**config.mk**
```make
export PLATFORM = sky130hd
export DESIGN_NAME = tile_console_ctrl_flat
export DESIGN_NICKNAME = d
export VERILOG_FILES = /design/src/rtl/tile_console_ctrl_if.sv /design/src/rtl/tile_console_ctrl.sv /design/src/flat_wrapper.sv
export SDC_FILE = /design/constraint.sdc
export NUM_CORES = 1
export LEC_CHECK = 0
export BUFFER_PORTS_ARGS = -buffer_cell sky130_fd_sc_hd__buf_2
export CORE_MARGIN = 4
export CORE_UTILIZATION = 56
export CTS_BUF_LIST = sky130_fd_sc_hd__clkbuf_4 sky130_fd_sc_hd__clkbuf_8 sky130_fd_sc_hd__clkbuf_16
export DETAILED_ROUTE_END_ITERATION = 10
export PLACE_DENSITY = 0.81
export SYNTH_ARGS = -nofsm -noshare
export SYNTH_HDL_FRONTEND = slang
export SYNTH_SLANG_ARGS = --single-unit
```
**constraint.sdc**
```tcl
create_clock -name G_clock0 -period 2.8 [get_ports G_clock0]
set_input_delay 0.56 -clock G_clock0 [delete_from_list [all_inputs] [get_ports G_clock0]]
set_output_delay 0.56 -clock G_clock0 [all_outputs]
set_load 0.1 [all_outputs]
```
**src/rtl/tile_console_ctrl_if.sv**
```systemverilog
// ---------------------------------------------------------------------------
// tile_console_ctrl_if
//   Bundles the character-stream handshake and the single-port tile RAM bus
//   of tile_console_ctrl.
//
//   in_valid / in_data / in_ready : byte stream, accepted when valid && ready
//   mem_addr / mem_we / mem_wr_data : RAM cell address, write strobe, data
//   mem_rd_data : RAM read data, valid one cycle after mem_addr is presented
//
//   master : the console controller (drives the RAM bus and in_ready)
//   slave  : the character source and the RAM
// ---------------------------------------------------------------------------
interface tile_console_ctrl_if;
  logic       in_valid;
  logic [7:0] in_data;
  logic       in_ready;
  logic [8:0] mem_addr;
  logic       mem_we;
  logic [7:0] mem_wr_data;
  logic [7:0] mem_rd_data;

  modport master (
    input  in_valid, in_data, mem_rd_data,
    output in_ready, mem_addr, mem_we, mem_wr_data
  );

  modport slave (
    output in_valid, in_data, mem_rd_data,
    input  in_ready, mem_addr, mem_we, mem_wr_data
  );
endinterface

```
**src/rtl/tile_console_ctrl.sv**
```systemverilog
// ---------------------------------------------------------------------------
// tile_console_ctrl
//   Turns a byte character stream into writes to the 32x15 tile index RAM
//   scanned out by the text-mode video generator. Keeps a cursor, handles
//   CR (0x0D), LF (0x0A) and backspace (0x08), scrolls the screen up one row
//   when the cursor runs off the bottom, and clears the screen on request.
//
//   G_clock0  : clock, all logic on the rising edge
//   reset     : asynchronous, active-low
//   clear     : single-cycle clear-screen request
//   bus       : character handshake + RAM port (tile_console_ctrl_if.master)
//   busy      : a scroll/fill/clear sequence is running or a clear is queued
//   cursor_col: current column
//   cursor_row: current row
// ---------------------------------------------------------------------------
module tile_console_ctrl #(
  parameter int         P_cols = 32,
  parameter int         P_rows = 15,
  parameter logic [7:0] P_fill = 8'h20
) (
  input  logic                 G_clock0,
  input  logic                 reset,
  input  logic                 clear,
  tile_console_ctrl_if.master  bus,
  output logic                 busy,
  output logic [4:0]           cursor_col,
  output logic [3:0]           cursor_row
);

  // The cell address is row*P_cols + col in 9 bits; the screen must fit.
  if (P_rows * P_cols > 512 || P_cols > 32 || P_rows > 16) begin : g_geometry_check
    $error("tile_console_ctrl: screen geometry does not fit the cell address / cursor widths");
  end

  localparam logic [8:0] COLS9       = 9'(P_cols);
  localparam logic [8:0] SCROLL_LAST = 9'((P_rows - 1) * P_cols - 1);
  localparam logic [8:0] SCREEN_LAST = 9'(P_rows * P_cols - 1);
  localparam logic [4:0] COL_LAST    = 5'(P_cols - 1);
  localparam logic [3:0] ROW_LAST    = 4'(P_rows - 1);

  // Each state names what the RAM bus is doing in the current cycle.
  typedef enum logic [2:0] {IDLE, SCROLL_RD, SCROLL_WR, FILL, CLEAR} state_t;

  state_t     state;
  logic       clear_pending;
  logic       scroll_pending;  // char written on the last cell; scroll follows
  logic [7:0] wr_data_q;

  function automatic logic [8:0] cell_addr(input logic [3:0] row, input logic [4:0] col);
    return 9'(row) * COLS9 + 9'(col);
  endfunction

  // NOTE: continuous assign keeps in_ready purely combinational with no
  // storage, so no latch can be inferred for it.
  assign bus.in_ready = (state == IDLE) && !clear && !clear_pending && !scroll_pending;

  // The RAM returns read data one cycle after the address, and the scroll
  // writes it back in that very cycle, so the copy path bypasses the data
  // register while a scroll write is on the bus.
  assign bus.mem_wr_data = (state == SCROLL_WR) ? bus.mem_rd_data : wr_data_q;

  // NOTE: all state below uses non-blocking assignments so every register
  // samples the pre-edge values of the others.
  always_ff @(posedge G_clock0 or negedge reset) begin
    if (!reset) begin
      state          <= IDLE;
      clear_pending  <= 1'b0;
      scroll_pending <= 1'b0;
      wr_data_q      <= 8'h00;
      bus.mem_addr   <= 9'd0;
      bus.mem_we     <= 1'b0;
      busy           <= 1'b0;
      cursor_col     <= 5'd0;
      cursor_row     <= 4'd0;
    end else begin
      // A clear that cannot start now is remembered; repeats collapse.
      if (clear && state != IDLE) clear_pending <= 1'b1;

      case (state)
        IDLE: begin
          bus.mem_we <= 1'b0;
          busy       <= 1'b0;
          if (scroll_pending) begin
            // The character write is done; start the scroll.
            scroll_pending <= 1'b0;
            if (clear) clear_pending <= 1'b1;
            state        <= SCROLL_RD;
            bus.mem_addr <= COLS9;
            busy         <= 1'b1;
          end else if (clear || clear_pending) begin
            clear_pending <= 1'b0;
            state         <= CLEAR;
            bus.mem_addr  <= 9'd0;
            bus.mem_we    <= 1'b1;
            wr_data_q     <= P_fill;
            cursor_col    <= 5'd0;
            cursor_row    <= 4'd0;
            busy          <= 1'b1;
          end else if (bus.in_valid) begin
            case (bus.in_data)
              8'h0D: cursor_col <= 5'd0;
              8'h0A: begin
                cursor_col <= 5'd0;
                if (cursor_row == ROW_LAST) begin
                  state        <= SCROLL_RD;
                  bus.mem_addr <= COLS9;
                  busy         <= 1'b1;
                end else begin
                  cursor_row <= cursor_row + 4'd1;
                end
              end
              8'h08: begin
                if (cursor_col != 5'd0) begin
                  cursor_col   <= cursor_col - 5'd1;
                  bus.mem_addr <= cell_addr(cursor_row, cursor_col - 5'd1);
                  bus.mem_we   <= 1'b1;
                  wr_data_q    <= P_fill;
                end
              end
              default: begin
                bus.mem_addr <= cell_addr(cursor_row, cursor_col);
                bus.mem_we   <= 1'b1;
                wr_data_q    <= bus.in_data;
                if (cursor_col == COL_LAST) begin
                  cursor_col <= 5'd0;
                  if (cursor_row == ROW_LAST) begin
                    scroll_pending <= 1'b1;
                    busy           <= 1'b1;
                  end else begin
                    cursor_row <= cursor_row + 4'd1;
                  end
                end else begin
                  cursor_col <= cursor_col + 5'd1;
                end
              end
            endcase
          end
        end

        // Read the cell one row below the destination.
        SCROLL_RD: begin
          state        <= SCROLL_WR;
          bus.mem_addr <= bus.mem_addr - COLS9;
          bus.mem_we   <= 1'b1;
        end

        // Write the fetched byte to the destination, then step on.
        SCROLL_WR: begin
          if (bus.mem_addr == SCROLL_LAST) begin
            state        <= FILL;
            bus.mem_addr <= bus.mem_addr + 9'd1;
            bus.mem_we   <= 1'b1;
            wr_data_q    <= P_fill;
          end else begin
            state        <= SCROLL_RD;
            bus.mem_addr <= bus.mem_addr + 9'd1 + COLS9;
            bus.mem_we   <= 1'b0;
          end
        end

        // FILL blanks the last row; CLEAR blanks the whole screen.
        FILL, CLEAR: begin
          if (bus.mem_addr == SCREEN_LAST) begin
            state      <= IDLE;
            bus.mem_we <= 1'b0;
            busy       <= clear_pending || clear;
          end else begin
            bus.mem_addr <= bus.mem_addr + 9'd1;
          end
        end

        default: state <= IDLE;
      endcase
    end
  end

endmodule

```
**src/flat_wrapper.sv**
```systemverilog
// flat-port wrapper written by rule: the top's interface ports become plain ports
module tile_console_ctrl_flat 
#(
  parameter int         P_cols = 32,
  parameter int         P_rows = 15,
  parameter logic [7:0] P_fill = 8'h20
)
  (G_clock0, reset, clear, busy, cursor_col, cursor_row, bus_in_valid, bus_in_data, bus_mem_rd_data, bus_in_ready, bus_mem_addr, bus_mem_we, bus_mem_wr_data);
  tile_console_ctrl_if bus_i ();
  input  logic G_clock0;
  input  logic reset;
  input  logic clear;
  output logic busy;
  output logic [4:0] cursor_col;
  output logic [3:0] cursor_row;
  input wire logic [$bits(bus_i.in_valid)-1:0] bus_in_valid;
  input wire logic [$bits(bus_i.in_data)-1:0] bus_in_data;
  input wire logic [$bits(bus_i.mem_rd_data)-1:0] bus_mem_rd_data;
  output wire logic [$bits(bus_i.in_ready)-1:0] bus_in_ready;
  output wire logic [$bits(bus_i.mem_addr)-1:0] bus_mem_addr;
  output wire logic [$bits(bus_i.mem_we)-1:0] bus_mem_we;
  output wire logic [$bits(bus_i.mem_wr_data)-1:0] bus_mem_wr_data;
  assign bus_i.in_valid = bus_in_valid;
  assign bus_i.in_data = bus_in_data;
  assign bus_i.mem_rd_data = bus_mem_rd_data;
  assign bus_in_ready = bus_i.in_ready;
  assign bus_mem_addr = bus_i.mem_addr;
  assign bus_mem_we = bus_i.mem_we;
  assign bus_mem_wr_data = bus_i.mem_wr_data;
  tile_console_ctrl #(.P_cols(P_cols), .P_rows(P_rows), .P_fill(P_fill)) u_core (.G_clock0(G_clock0), .reset(reset), .clear(clear), .bus(bus_i), .busy(busy), .cursor_col(cursor_col), .cursor_row(cursor_row));
endmodule
```
# Yosys cells after proc, flatten, opt, wreduce, memory -nomap -nowiden
# Index checks and enable logic that the tools add are counted.
# totals
reg_bits	33
input_bits	20
# classes
eq_ne	26
n_addsub	8
n_bitwise	1
muxes	60
n_reduce_logical	27
# ops
op	n
$mux W9	7
$mux W8	6
$pmux W9 S4	1
$pmux W8 S2	2
$pmux W9 S3	1
$eq A8 B4 Y1 const B	3
$mux W1	21
$mux W5	4
$add A9 B5 Y9	2
$eq A9 B9 Y1 const B	2
$mux W3	6
$mux W4	4
$ne A4 B3 Y1 const B	4
$pmux W3 S4	1
$reduce_and A6 Y1	2
$ne A5 B4 Y1 const B	2
$pmux W5 S2	1
$add A9 B1 Y9 const B	1
$add A9 B6 Y9 const B	1
$sub A9 B6 Y9 const B	1
$pmux W4 S2	1
$reduce_and A4 Y1	2
$eq A3 B2 Y1 const B	2
$ne A2 B2 Y1 const B	3
27 further kinds	42

# Logic depth before layout (Yosys ltp)
# logic_depth
depth_word	8
depth_mapped	9

# Worst setup path after synthesis
# No wires, ideal clock.
# synth_timing
path_kind	register -> output
from	register u_core.state[0]
to	output bus_mem_wr_data[5]
path_stages_with_launch	5
slack_ns	-0.913
t_arrival_ns	3.153
path_buffers	2
path_cell_list	dfrtp_1 > clkbuf_1 > nor2_1 > clkbuf_1 > o21ai_0
# synth_via
elab_chain_len	2
# synth_lines
item	line_no	text
start, declared	tile_console_ctrl.sv:44	state_t state;
start signal, assigned	tile_console_ctrl.sv:66	state <= IDLE;
start signal, assigned	tile_console_ctrl.sv:87	state <= SCROLL_RD;
start signal, assigned	tile_console_ctrl.sv:92	state <= CLEAR;
$eq A3 B2 Y1	tile_console_ctrl.sv:60	assign bus.mem_wr_data = (state == SCROLL_WR) ? bus.mem_rd_data : wr_data_q;
$mux W8	tile_console_ctrl.sv:60	
end, declared	flat_wrapper.sv:22	output wire logic [$bits(bus_i.mem_wr_data)-1:0] bus_mem_wr_data;
# Every way passes these cells.

# Worst setup path after layout
# layout_timing
from	register u_core.state[1]
to	output bus_in_ready
# layout_via
elab_chain_len	4
# layout_lines
item	line_no	text
$logic_not A3 Y1	tile_console_ctrl.sv:55	assign bus.in_ready = (state == IDLE) && !clear && !clear_pending && !scroll_pending;
$logic_and A1 B1 Y1 (3 in a row)	tile_console_ctrl.sv:55	
end, declared	flat_wrapper.sv:19	output wire logic [$bits(bus_i.in_ready)-1:0] bus_in_ready;
# Every way passes these cells.

==> out/qor.yml <==
routing:
  dr_wl_met3_um: 412
  route.met2.wl_um: 3250
  via_per_inst: 6.37
  ant_nets: 0
  routed_wl_um: 6730
  vias: 2604
  wire_per_inst_um: 16.4
  dr.pass1.iters: 5
  drt_iter0_drc: 245
  met1_length_um: 2980
  drc: 0
  highest_layer: "met4"
clock_tree:
  cts_resized: 0
  cts_buffers: 5
  clock_tree.buffer_depth: 2
  post_cts_buffers: 0
  postCtsHoldBufs: 0
  root_buffer: "clkbuf_8"
  htree_num_levels: 2
  clk_latency_ns: 0.28
  clk_pin_slew_ns: 0.07
  cts_tree: "yes"
  clock-sinks: 33
sta:
  setup_viol: 0
  min_period_ns: 2.62
  hold_viol_final: 0
  slew_headroom_pct: 49.7
  tightest_slew_ns: 0.754
  fmax_mhz: 382
  rsz0062_at_grt: "false"
  finalCritPeriodShare_pct: 93.4
  clock_skew_ns: 0.00628
  setup_slack_ns: 0.185
  maxSlewViolCount: 0
global_route:
  grtUsageTotal_pct: 24.4
  grt_max_degree: 34
  grt_pass1_vias: 2320
  grt_pass1_wl_um: 10800
  antenna_found_initial: 0
  grt-ovfl-total: 0
synthesis:
  synth.avg_cell_area_um2: 8.26
  synth.distinct_cells: 60
  yosys_warnings: 0
  mappedNetlistArea_mm2: 0.00257
  synth_seq_cells: 33
  yosysSeqAreaShare_pct: 32.1
  synthCells: 311
  synth_edf_count: 0
  synth_flop_cell: "dfrtp_1"
  synthArstFlopShare_pct: 100
  syn_nets: 340
placement:
  post-place-ws_ns: 0.367
  dpl-instance-area_mm2: 0.00298
  hpwl_um: 5100
  dp.cells: 402
  portBuffers: 48
  gp_congestion: 0.958
power:
  power_mw: 3.42
  p_leak_nw: 1.35
  p_per_area_mw_per_mm2: 1110
  irDropWorstVdd_mv: 0.790
layout:
  diodes: 0
  drive_gt1_share_pct: 22.7
  fill_cells: 359
  fin_area_mm2: 0.00307
  syn_to_final_growth_pct: 19.7
  post-route-util_pct: 70.1
  nets: 386
  final_cells: 409
critical_path:
  required_ns: 2.24
  arrival_ns: 2.06
  r2r_end: "u_core.bus.mem_addr[1]$_DFFE_PN0P_"
  endpoint_kind: "output pin"
  critPathKind: "register to output pin"
  rrSetupSlack_ns: 0.36
  crit_path_max_fanout: 9
  rr_startpoint: "u_core.cursor_col[0]$_DFFE_PN0P_"
  worst-r2r-cell-count: 7
  cp-startpoint: "u_core.state[1]$_DFFE_PN0P_"
  crit_path_start_kind: "register"
run:
  maxCapViolCount: 0
die:
  io_pins: 49
  die_h_um: 75.7
  rows: 24
  initial_utilization_pct: 58.6
  dieArea_mm2: 0.00573
  die_w_um: 75.7
  core_mm2: 0.00438
worst_hold_path:
  hold_path.class: "primary input to asynchronous set/reset pin"
status:
  status: "finished clean"
layout by cell type, fill, tap and decap left out, types with 3 or more instances in the layout:
| cell | instances |
|---|---|
| mux2_2 | 7 |
| clkbuf_8 | 6 |
| ha_1 | 9 |
| o221ai_1 | 3 |
| and3_1 | 4 |
| nand2b_1 | 4 |
| buf_2 | 40 |
| or4b_1 | 3 |
| xnor2_1 | 8 |
| a22o_1 | 9 |
| a21oi_1 | 19 |
| nor2b_1 | 3 |
| o22ai_1 | 4 |
| nand4_1 | 5 |
| buf_4 | 5 |
| or3_1 | 6 |
| a31oi_1 | 6 |
| dfrtp_1 | 31 |
| inv_1 | 15 |
| nand2_1 | 22 |
| a221oi_1 | 5 |
| o21ai_1 | 4 |
| and2_1 | 6 |
| nor3_1 | 8 |
| buf_12 | 8 |
| o21ai_0 | 33 |
| o211ai_1 | 3 |
| nand3_1 | 7 |
| nor2_1 | 30 |
per-stage QoR:
stage	hold WS [ns]	TNS (ns)
floorplan	0.264	-0.155
global placement	0.490	0
detailed placement	0.494	0
CTS	0.374	0
global route	0.417	0
finish	0.349	0
cell families after synthesis:
logic type      after synthesis  share of synthesized area [%]
simple gates                118                           26.2
compound gates              104                           26.1
flops                        33                           32.1
buf+inv                      29                           4.34
xor+xnor                     10                           3.41
fa+ha+maj                     9                           4.38
mux                           8                           3.51
flip-flops by register name (all words and copies together), names as in the netlist:
register               count
u_core.cursor_col          5
u_core.cursor_row          4
u_core.state               3
u_core.busy                1
u_core.bus.mem_addr        9
u_core.clear_pending       1
u_core.wr_data_q           8
u_core.scroll_pending      1
u_core.bus.mem_we          1
synth_stat cells, drive strengths merged, types with 8 or more instances:
cell | instances | area, µm²
nand3 | 8 | 45.0
inv | 15 | 56.3
mux2 | 8 | 90.1
a22o | 10 | 88.8
clkbuf | 10 | 37.5
xnor2 | 8 | 70.1
nor3 | 10 | 60.1
o21ai | 37 | 185
ha | 9 | 113
nand2 | 23 | 88.8
a21oi | 19 | 95.1
nor2 | 31 | 119
dfrtp | 33 | 826
how the worst max path moves through the flow:
stage | end | slack [ns]
3_5_place_dp | u_core.bus.mem_addr[1]$_DFFE_PN0P_ | 0.37
2_1_floorplan | bus_mem_wr_data[5] | -0.15
5_1_grt | u_core.bus.mem_addr[5]$_DFFE_PN0P_ | 0.15
6_report | bus_in_ready | 0.18
3_3_place_gp | u_core.wr_data_q[5]$_DFFE_PN0P_ | 0.44
4_1_cts | bus_in_ready | 0.20
final cells by class:
class                           count  area, µm²  area share (%)
Inverter                           15       56.3            1.83
Timing Repair Buffer               53        398            12.9
Multi-Input combinational cell    249       1640            53.2
Clock buffer                        7       90.1            2.93
Tap cell                           52       65.1            2.12
Sequential cell                    33        828            26.9
per-layer routing:
layer | GRT usage (%) | vias to the layer above
met5 | 0 | -
li1 | - | 1251
met3 | 2.77 | 10
met2 | 38.9 | 118
met1 | 35.2 | 1225
met4 | 6.02 | 0
worst max-delay path: stages, from the launching register on:
cell     delay, ns
dfrtp_1       0.38
or4_1         0.73
nor2_4        0.22
buf_2         0.46
power by group:
group          switching [mW]  internal (mW)
registers               0.137          0.600
clock network           0.169          0.205
logic                    1.60          0.705
(Power assumes the default switching activity.)
